## src/rtl/glyph_lane_renderer.sv

```systemverilog
// glyph_lane_renderer
// Renders NUM_LANES glyph bitmaps into a private back buffer, one glyph row
// per clock. The finished back buffer is then copied onto the framebuffer
// output in a single cycle, so scan-out never sees a partially drawn frame.
module glyph_lane_renderer #(
    parameter int NUM_LANES  = 3,
    parameter int FB_WIDTH   = 40,
    parameter int FB_HEIGHT  = 30,
    parameter int GLYPH_W    = 6,
    parameter int GLYPH_H    = 5,
    parameter int LANE_X0    = 6,
    parameter int LANE_PITCH = 10,
    parameter int Y_OFFSET   = 2,
    parameter int YPOS_W     = 5
) (
    input  logic                                   clock,
    input  logic                                   reset_n,
    input  logic                                   start,
    input  logic [NUM_LANES-1:0]                   lane_en,
    input  logic [NUM_LANES*GLYPH_W*GLYPH_H-1:0]   glyphs,
    input  logic [NUM_LANES*YPOS_W-1:0]            ypos,
    output logic                                   busy,
    output logic                                   done,
    output logic [FB_WIDTH*FB_HEIGHT-1:0]          framebuffer
);

    localparam int GLYPH_BITS = GLYPH_W * GLYPH_H;
    localparam int FB_BITS    = FB_WIDTH * FB_HEIGHT;
    localparam int LANE_W     = (NUM_LANES > 1) ? $clog2(NUM_LANES) : 1;
    localparam int ROW_W      = (GLYPH_H > 1) ? $clog2(GLYPH_H) : 1;
    // Target-row width: wide enough for the largest Y_OFFSET+ypos+row sum
    // and for FB_HEIGHT itself, so the clipping compare never wraps.
    localparam int RW_A       = YPOS_W + $clog2(Y_OFFSET + GLYPH_H + 1) + 1;
    localparam int RW_B       = $clog2(FB_HEIGHT + 1) + 1;
    localparam int RW         = (RW_A > RW_B) ? RW_A : RW_B;

    // Lanes must fit horizontally inside the framebuffer.
    if (LANE_X0 + (NUM_LANES - 1) * LANE_PITCH + GLYPH_W > FB_WIDTH) begin : g_width_check
        $error("glyph_lane_renderer: lanes exceed FB_WIDTH");
    end

    typedef enum logic [1:0] {
        S_IDLE  = 2'd0,
        S_CLEAR = 2'd1,
        S_DRAW  = 2'd2,
        S_SWAP  = 2'd3
    } state_t;

    state_t                 state_reg;
    logic [NUM_LANES-1:0]   lane_en_reg;
    logic [NUM_LANES*GLYPH_BITS-1:0] glyphs_reg;
    logic [NUM_LANES*YPOS_W-1:0]     ypos_reg;
    logic [LANE_W-1:0]      lane_reg;
    logic [ROW_W-1:0]       row_reg;
    logic [FB_BITS-1:0]     back_reg;

    // Per-lane views of the latched inputs and the current row word placed
    // at each lane's column offset.
    logic [GLYPH_BITS-1:0]  lane_glyph  [NUM_LANES];
    logic [YPOS_W-1:0]      lane_ypos   [NUM_LANES];
    logic [FB_WIDTH-1:0]    lane_placed [NUM_LANES];

    logic [GLYPH_BITS-1:0]  sel_glyph;
    logic [GLYPH_W-1:0]     row_word;
    logic [RW-1:0]          target_row;
    logic                   draw_hit;
    logic [FB_WIDTH-1:0]    placed_word;
    logic [FB_BITS-1:0]     back_draw;

    genvar gi;

    for (gi = 0; gi < NUM_LANES; gi++) begin : g_lane
        assign lane_glyph[gi]  = glyphs_reg[gi*GLYPH_BITS +: GLYPH_BITS];
        assign lane_ypos[gi]   = ypos_reg[gi*YPOS_W +: YPOS_W];
        assign lane_placed[gi] = FB_WIDTH'(row_word) << (LANE_X0 + gi * LANE_PITCH);
    end

    // Select the glyph row being drawn this cycle and decide whether it lands
    // inside the framebuffer (disabled lanes and rows below the bottom skip).
    always_comb begin
        sel_glyph   = lane_glyph[lane_reg];
        // Row 0 is the most significant word of the glyph.
        row_word    = GLYPH_W'(sel_glyph >> (GLYPH_W * (GLYPH_H - 1 - int'(row_reg))));
        target_row  = RW'(Y_OFFSET) + RW'(lane_ypos[lane_reg]) + RW'(row_reg);
        draw_hit    = lane_en_reg[lane_reg] && (target_row < RW'(FB_HEIGHT));
        placed_word = lane_placed[lane_reg];
    end

    // Each framebuffer row ORs in the placed word only when it is the target.
    for (gi = 0; gi < FB_HEIGHT; gi++) begin : g_row
        assign back_draw[gi*FB_WIDTH +: FB_WIDTH] =
            back_reg[gi*FB_WIDTH +: FB_WIDTH] |
            ((draw_hit && (target_row == RW'(gi))) ? placed_word : {FB_WIDTH{1'b0}});
    end

    // Render sequencer: IDLE -> CLEAR -> DRAW (lane-major) -> SWAP -> IDLE.
    always_ff @(posedge clock or negedge reset_n) begin
        if (!reset_n) begin
            state_reg   <= S_IDLE;
            lane_en_reg <= '0;
            glyphs_reg  <= '0;
            ypos_reg    <= '0;
            lane_reg    <= '0;
            row_reg     <= '0;
            back_reg    <= '0;
            framebuffer <= '0;
            busy        <= 1'b0;
            done        <= 1'b0;
        end else begin
            done <= 1'b0;
            case (state_reg)
                S_IDLE: begin
                    if (start) begin
                        lane_en_reg <= lane_en;
                        glyphs_reg  <= glyphs;
                        ypos_reg    <= ypos;
                        busy        <= 1'b1;
                        state_reg   <= S_CLEAR;
                    end
                end
                S_CLEAR: begin
                    back_reg  <= '0;
                    lane_reg  <= '0;
                    row_reg   <= '0;
                    state_reg <= S_DRAW;
                end
                S_DRAW: begin
                    // Skipped rows still consume the cycle to keep latency fixed.
                    back_reg <= back_draw;
                    if (row_reg == ROW_W'(GLYPH_H - 1)) begin
                        row_reg <= '0;
                        if (lane_reg == LANE_W'(NUM_LANES - 1)) begin
                            state_reg <= S_SWAP;
                        end else begin
                            lane_reg <= lane_reg + 1'b1;
                        end
                    end else begin
                        row_reg <= row_reg + 1'b1;
                    end
                end
                S_SWAP: begin
                    framebuffer <= back_reg;
                    done        <= 1'b1;
                    busy        <= 1'b0;
                    state_reg   <= S_IDLE;
                end
                default: begin
                    state_reg <= S_IDLE;
                end
            endcase
        end
    end

endmodule

```

## config.mk

```make
export PLATFORM = sky130hd
export DESIGN_NAME = glyph_lane_renderer
export DESIGN_NICKNAME = d
export VERILOG_FILES = /design/src/rtl/glyph_lane_renderer.sv
export SDC_FILE = /design/constraint.sdc
export NUM_CORES = 2
export LEC_CHECK = 0
export CAP_MARGIN = 10
export CORE_AREA = 2 2 514 516
export DETAILED_ROUTE_END_ITERATION = 8
export DIE_AREA = 0 0 516 518
export GPL_TIMING_DRIVEN = 0
export PLACE_DENSITY = 0.61
export SLEW_MARGIN = 20
export SYNTH_ARGS = -nofsm -noshare
export SYNTH_HDL_FRONTEND = slang
export SYNTH_SLANG_ARGS = --single-unit
```

## constraint.sdc

```tcl
create_clock -name clock -period 7.5 [get_ports clock]
set_clock_uncertainty 0.1 [all_clocks]
set_input_delay 1.5 -clock clock [delete_from_list [all_inputs] [get_ports clock]]
set_output_delay 1.5 -clock clock [all_outputs]
set_load 0.01 [all_outputs]
```

### Word level (Yosys, flattened, before mapping)

Cells that the tools add are included.

| word-level totals | value |
|---|---|
| bits in registers | 2517 |
| bits of input ports | 111 |
| logic and storage cells | 182 |

| cells by class | value |
|---|---|
| $add $sub $neg | 5 |
| $mul | 1 |
| order comparisons | 3 |
| equality and inequality tests | 38 |
| shift operators | 1 |
| multiplexer cells | 54 |
| bitwise operators | 31 |
| reductions and logical operators | 39 |

Operator list:

| operator | count |
|---|---|
| 1200-bit case mux with 2 select lines | 1 |
| 40-bit 2-to-1 mux | 32 |
| 40-bit bitwise OR | 30 |
| 7-bit by 5-bit == test with 1-bit output, second input constant | 14 |
| 40-bit binary-select mux with 2-bit select | 1 |
| 30-bit binary-select mux with 2-bit select | 1 |
| 30-bit 2-to-1 mux | 2 |
| 7-bit by 4-bit == test with 1-bit output, second input constant | 8 |
| 30-bit by 32-bit right shift with 6-bit output | 1 |
| 1-bit logical AND | 31 |
| 7-bit by 3-bit == test with 1-bit output, second input constant | 4 |
| 7-bit by 2-bit == test with 1-bit output, second input constant | 2 |
| 5-bit binary-select mux with 2-bit select | 1 |
| 2-bit 2-to-1 mux | 5 |
| 5-bit 2-to-1 mux | 2 |
| 9-bit logical NOT | 1 |
| 2-bit != test, second input constant | 4 |
| 2-bit case mux with 4 select lines | 1 |
| 6-bit by 3-bit adder with 7-bit output | 1 |
| 7-bit by 1-bit == test with 1-bit output, second input constant | 1 |
| 7-bit by 5-bit less-than comparator with 1-bit output, second input constant | 1 |
| 3-bit by 4-bit multiplier with 7-bit output, first input constant | 1 |
| 2-bit by 5-bit adder with 6-bit output, first input constant | 1 |
| 2-bit == test, second input constant | 3 |
| 18 further kinds | 23 |

### Depth between registers and ports, before layout

| depth | value |
|---|---|
| word-level depth | 12 |
| gate-level depth with buffers | 18 |
| mapped depth without buffers | 13 |

### Worst setup path after synthesis

No wires, ideal clock.

| timing path | value |
|---|---|
| path kind | register to register |
| from | register row_reg[0] |
| to | register back_reg[1127] |
| library setup time | 0.136 ns |
| arrival | 3.799 ns |
| path slack | 3.465 ns |
| stages on the path, launching flop included | 16 |
| path buffers | 4 |
| period minus slack after synthesis | 4.035 ns |
| path through | dfrtp_1 > clkbuf_1 > inv_1 > clkbuf_1 > ha_1 > ha_1 > ha_1 > ha_1 > fa_1 > nor2b_1 > o211ai_1 > a221oi_1 > o21bai_2 > buf_2 > buf_4 > o31ai_1 |

| on the way | value |
|---|---|
| word-level cells in the longest chain between the ends | 9 |
| elaborated cells on any way between the ends | 14 |
| those cells by class | add/sub: 2; mul: 1; order compare: 1; eq/ne: 1; shift: 1; mux: 5; bitwise: 1; reduce/logical: 2 |

RTL lines:

| element | RTL line | source |
|---|---|---|
| from (decl) | 54 | `logic [ROW_W-1:0] row_reg;` |
| from (signal assigned) | 138 | `row_reg <= row_reg + 1'b1;` |
| 3-bit by 3-bit subtractor with 4-bit output | 83 | `row_word = GLYPH_W'(sel_glyph >> (GLYPH_W * (GLYPH_H - 1 - int'(row_reg))));` |
| 3-bit by 4-bit multiplier with 7-bit output | 83 |  |
| 30-bit by 32-bit right shift with 6-bit output | 83 |  |
| 40-bit binary-select mux with 2-bit select | 86 | `placed_word = lane_placed[lane_reg];` |
| 40-bit 2-to-1 mux (implied by the code) (2 in series) | 86 |  |
| 40-bit 2-to-1 mux * | 93 | `((draw_hit && (target_row == RW'(gi))) ? placed_word : {FB_WIDTH{1'b0}});` |
| 40-bit bitwise OR * | 92 | `back_reg[gi*FB_WIDTH +: FB_WIDTH] \|` |
| 1200-bit case mux with 2 select lines * | 111 | `case (state_reg)` |
| to (signal assigned) | 129 | `back_reg <= back_draw;` |
| to (decl) | 55 | `logic [FB_BITS-1:0] back_reg;` |

Mark *: on every way between the ends. The rest lies on a longest branch, timed or not. The select of a mux whose other input is x is not followed.
A chain may end at the register's enable or synchronous reset.

### Worst setup path in the final report

| timing path | value |
|---|---|
| from | register row_reg[0] |
| to | register back_reg[1109] |

Same word-level chain as after synthesis.

==> flow_metrics.tcl <==
set metrics [dict create \
    status "complete, no violations" \
    clockBufferDepth 4 \
    fillers 23400 \
    finalNonFillerCells 11800 \
    die_width_um 516 \
    die_h_um 518 \
    viasPerCell 4.88 \
    worstSkewPairLatency_ns 0.94 \
    grt_usage 0.239 \
    ys_seq_area_frac 0.690 \
    gp_congestion 0.833 \
    yosysWarnings 0 \
    grt_start_max_net_pins 149 \
    dp_hpwl_mm 245 \
    h-tree-depth 5 \
    grt_pass1_wl_mm 459 \
    drt-initial-drc-count 3655 \
    peakVddDrop_mv 0.427 \
    syn_area_sq_um 91300 \
    ys_ff_latch 2517 \
    synth.most_common_cell "dfrtp_1" \
    post-place-cells 11300 \
    cp-end-kind "register" \
    syn-num-nets 6529 \
    met1_usage 0.291 \
    yosys.area_share.adder 0.00291 \
    numCtsBuffers 292 \
    synth-async-reset-ratio 1.00 \
    grt_busiest_layer "met2" \
    fmaxAchievable_mhz 158 \
    synth-compound-area-share 0.0415 \
    syn_inst 6398 \
    dieArea_sq_um 267000 \
    portBuffers 1312 \
    drc 0 \
    max_slew_margin 0.151 \
    drive_above_1_share 0.231 \
    num_io_pins 1313 \
    worstSetupPathType "reg2reg" \
    synth.top_cell.area_share 0.690 \
    synth_top_family_by_area "multiplexers" \
    nets 8189 \
    setup_viol 0 \
    finalWorstPathRequiredPeriod_ns 6.35 \
    hold_buffers 0 \
    synth_xor_area_frac 0.000480 \
    vias 57500 \
    grt_pass1_vias 60100 \
    finalCritPeriodShare 0.846 \
    crit_required_ns 8.15 \
    synthTopCellsByArea "dfrtp_1 69%, mux2_2 16%, nor2b_1 4.6%" \
    grt_util_met3 0.0908 \
    muxShareOfSynthArea 0.167 \
    row_count 188 \
    grt.overflow.total 0 \
    synth_cell_types 59 \
    antenna_found_initial 91 \
    crit_arrival_ns 7.00 \
    avgSynthCellArea_sq_um 14.3 \
    synth-simple-area-share 0.0810 \
    cap_violations 0 \
    worstHoldPathType "in2async" \
    cellLeakagePower_uw 0.0559 \
    wl_per_cell_um 27.4 \
    synth_edf_count 0 \
    cts_tree "done" \
    rsz0062_at_grt "false" \
    wirelength_mm 324 \
    post_cts_buffers 0 \
    ant_nets 0 \
    cp_max_fo 10 \
    cp-start-kind "register" \
    drv_slew 0 \
    clk_pin_slew_ns 0.06 \
    clockRootBuffer "clkbuf_16" \
    finalHoldViolCount 0 \
    initial_core_util 0.349 \
    cts.sinks 2517 \
    cts_resized 0 \
    core-area_sq_um 262000 \
    p_per_area_nw_per_um2 392 \
    areaGrowthSynthToFinish_pct 31.0 \
    final.setup.tns_ns 0 \
    synth_area_leader_cell "dfrtp_1" \
    use_met2 0.385 \
    ys_top_cells_by_count "2517 x dfrtp_1, 1309 x mux2_2, 675 x nand2_1" \
    synth_ff_type "dfrtp_1" \
    tightest_slew_ns 1.27 \
    drtPass1Iterations 5 \
]
==> kinds of logic (layout without fill, tap and decap cells) <==
kind of cell / after synthesis / after routing
DFF: 2517 / 2517
and+or+nand+nor: 1455 / 1455
muxes: 1360 / 1360
AOI/OAI and AO/OA: 655 / 655
buffers and inverters: 386 / 2243
adders and majority gates: 20 / 20
xor gates and xnor gates: 5 / 5
other: 0 / 31
==> layout make-up <==
type | instances | area (sq um) | share of cell area
timing repair buffer | 1366 | 14200 | 0.118
antenna | 31 | 77.6 | 0.000649
multi-input combinational | 3495 | 26900 | 0.225
tap | 3515 | 4400 | 0.0368
inverter | 12 | 45.0 | 0.000377
clock buffer | 414 | 8490 | 0.0710
clock inverter | 77 | 983 | 0.00823
sequential | 2517 | 63000 | 0.527
buffer | 374 | 1530 | 0.0128
==> critical path, cell delays in order (launching register included) <==
cell      delay (ns)
dfrtp_1         0.41
clkbuf_1        0.36
inv_1           0.14
clkbuf_1        0.37
ha_1            0.34
ha_1            0.30
ha_1            0.29
ha_1            0.28
clkbuf_1        0.39
clkbuf_1        0.58
o311ai_0        0.44
o211ai_1        0.79
buf_4           0.31
buf_4           0.22
clkbuf_1        0.61
o21ai_0         0.22
==> path summary, 6_finish.rpt <==
kind / from / end / slack, ns / depth (start not counted)
hold / removal: reset_n / framebuffer[25] / 0.35 / 1
setup / recovery: row_reg[0] / back_reg[1109] / 1.15 / 15
max in group asynchronous: reset_n / back_reg[760] / 2.48 / 8
hold reg to reg: back_reg[822] / framebuffer[822] / 0.35 / 1
min in group clock: back_reg[822] / framebuffer[822] / 0.35 / 1
setup reg to reg: row_reg[0] / back_reg[1109] / 1.15 / 15
==> power by group <==
group,switching (uW),internal (uW),total (uW)
Clock,5660,8490,14200
Combinational,14500,3770,18200
Sequential,350,14200,14500
Total,20500,26400,46900
==> metrics by stage <==
step / setup WS (ns) / area [sq um] / utilization / hold slack [ns] / power (uW)
final: 1.15 / 120000 / 0.457 / 0.345 / 46900
after global routing: 0.974 / 120000 / 0.457 / 0.342 / 48900
after global placement: -106.51 / 109000 / 0.416 / 0.354 / 30100
after floorplan: 3.46 / 91300 / - / 0.343 / 22100
after CTS: 0.821 / 119000 / 0.457 / 0.304 / 47700
after detailed placement: 0.824 / 110000 / 0.420 / 0.363 / 33400
==> per-layer routing <==
layer	part of all wire	vias to the layer above	routed length [um]
met2	0.47	1866	153000
met3	0.095	530	30800
li1	-	25100	-
met4	0.038	56	12300
met1	0.39	30000	128000
met5	0.0010	-	338
==> cells in the final DEF (no fill, tap or decap), types with 10 or more instances in the layout <==
master,count
diode_2,31
ha_1,18
mux2_2,1309
mux2i_1,50
buf_16,25
nand2_1,674
nand3_1,10
clkinvlp_4,10
nand3b_1,15
bufinv_16,18
buf_4,16
o31ai_1,88
inv_1,12
nor2b_1,668
buf_6,13
o2bb2ai_1,18
clkdlybuf4s50_1,1311
buf_2,18
o21ai_0,460
nor2_1,26
o21ai_1,16
a22oi_1,13
clkinv_2,32
clkbuf_2,26
dfrtp_1,2517
clkbuf_16,297
clkbuf_1,369
clkbuf_8,62
buf_8,10
o211ai_1,18
nor2_2,15
No activity file was read; power rests on OpenSTA's default activity.
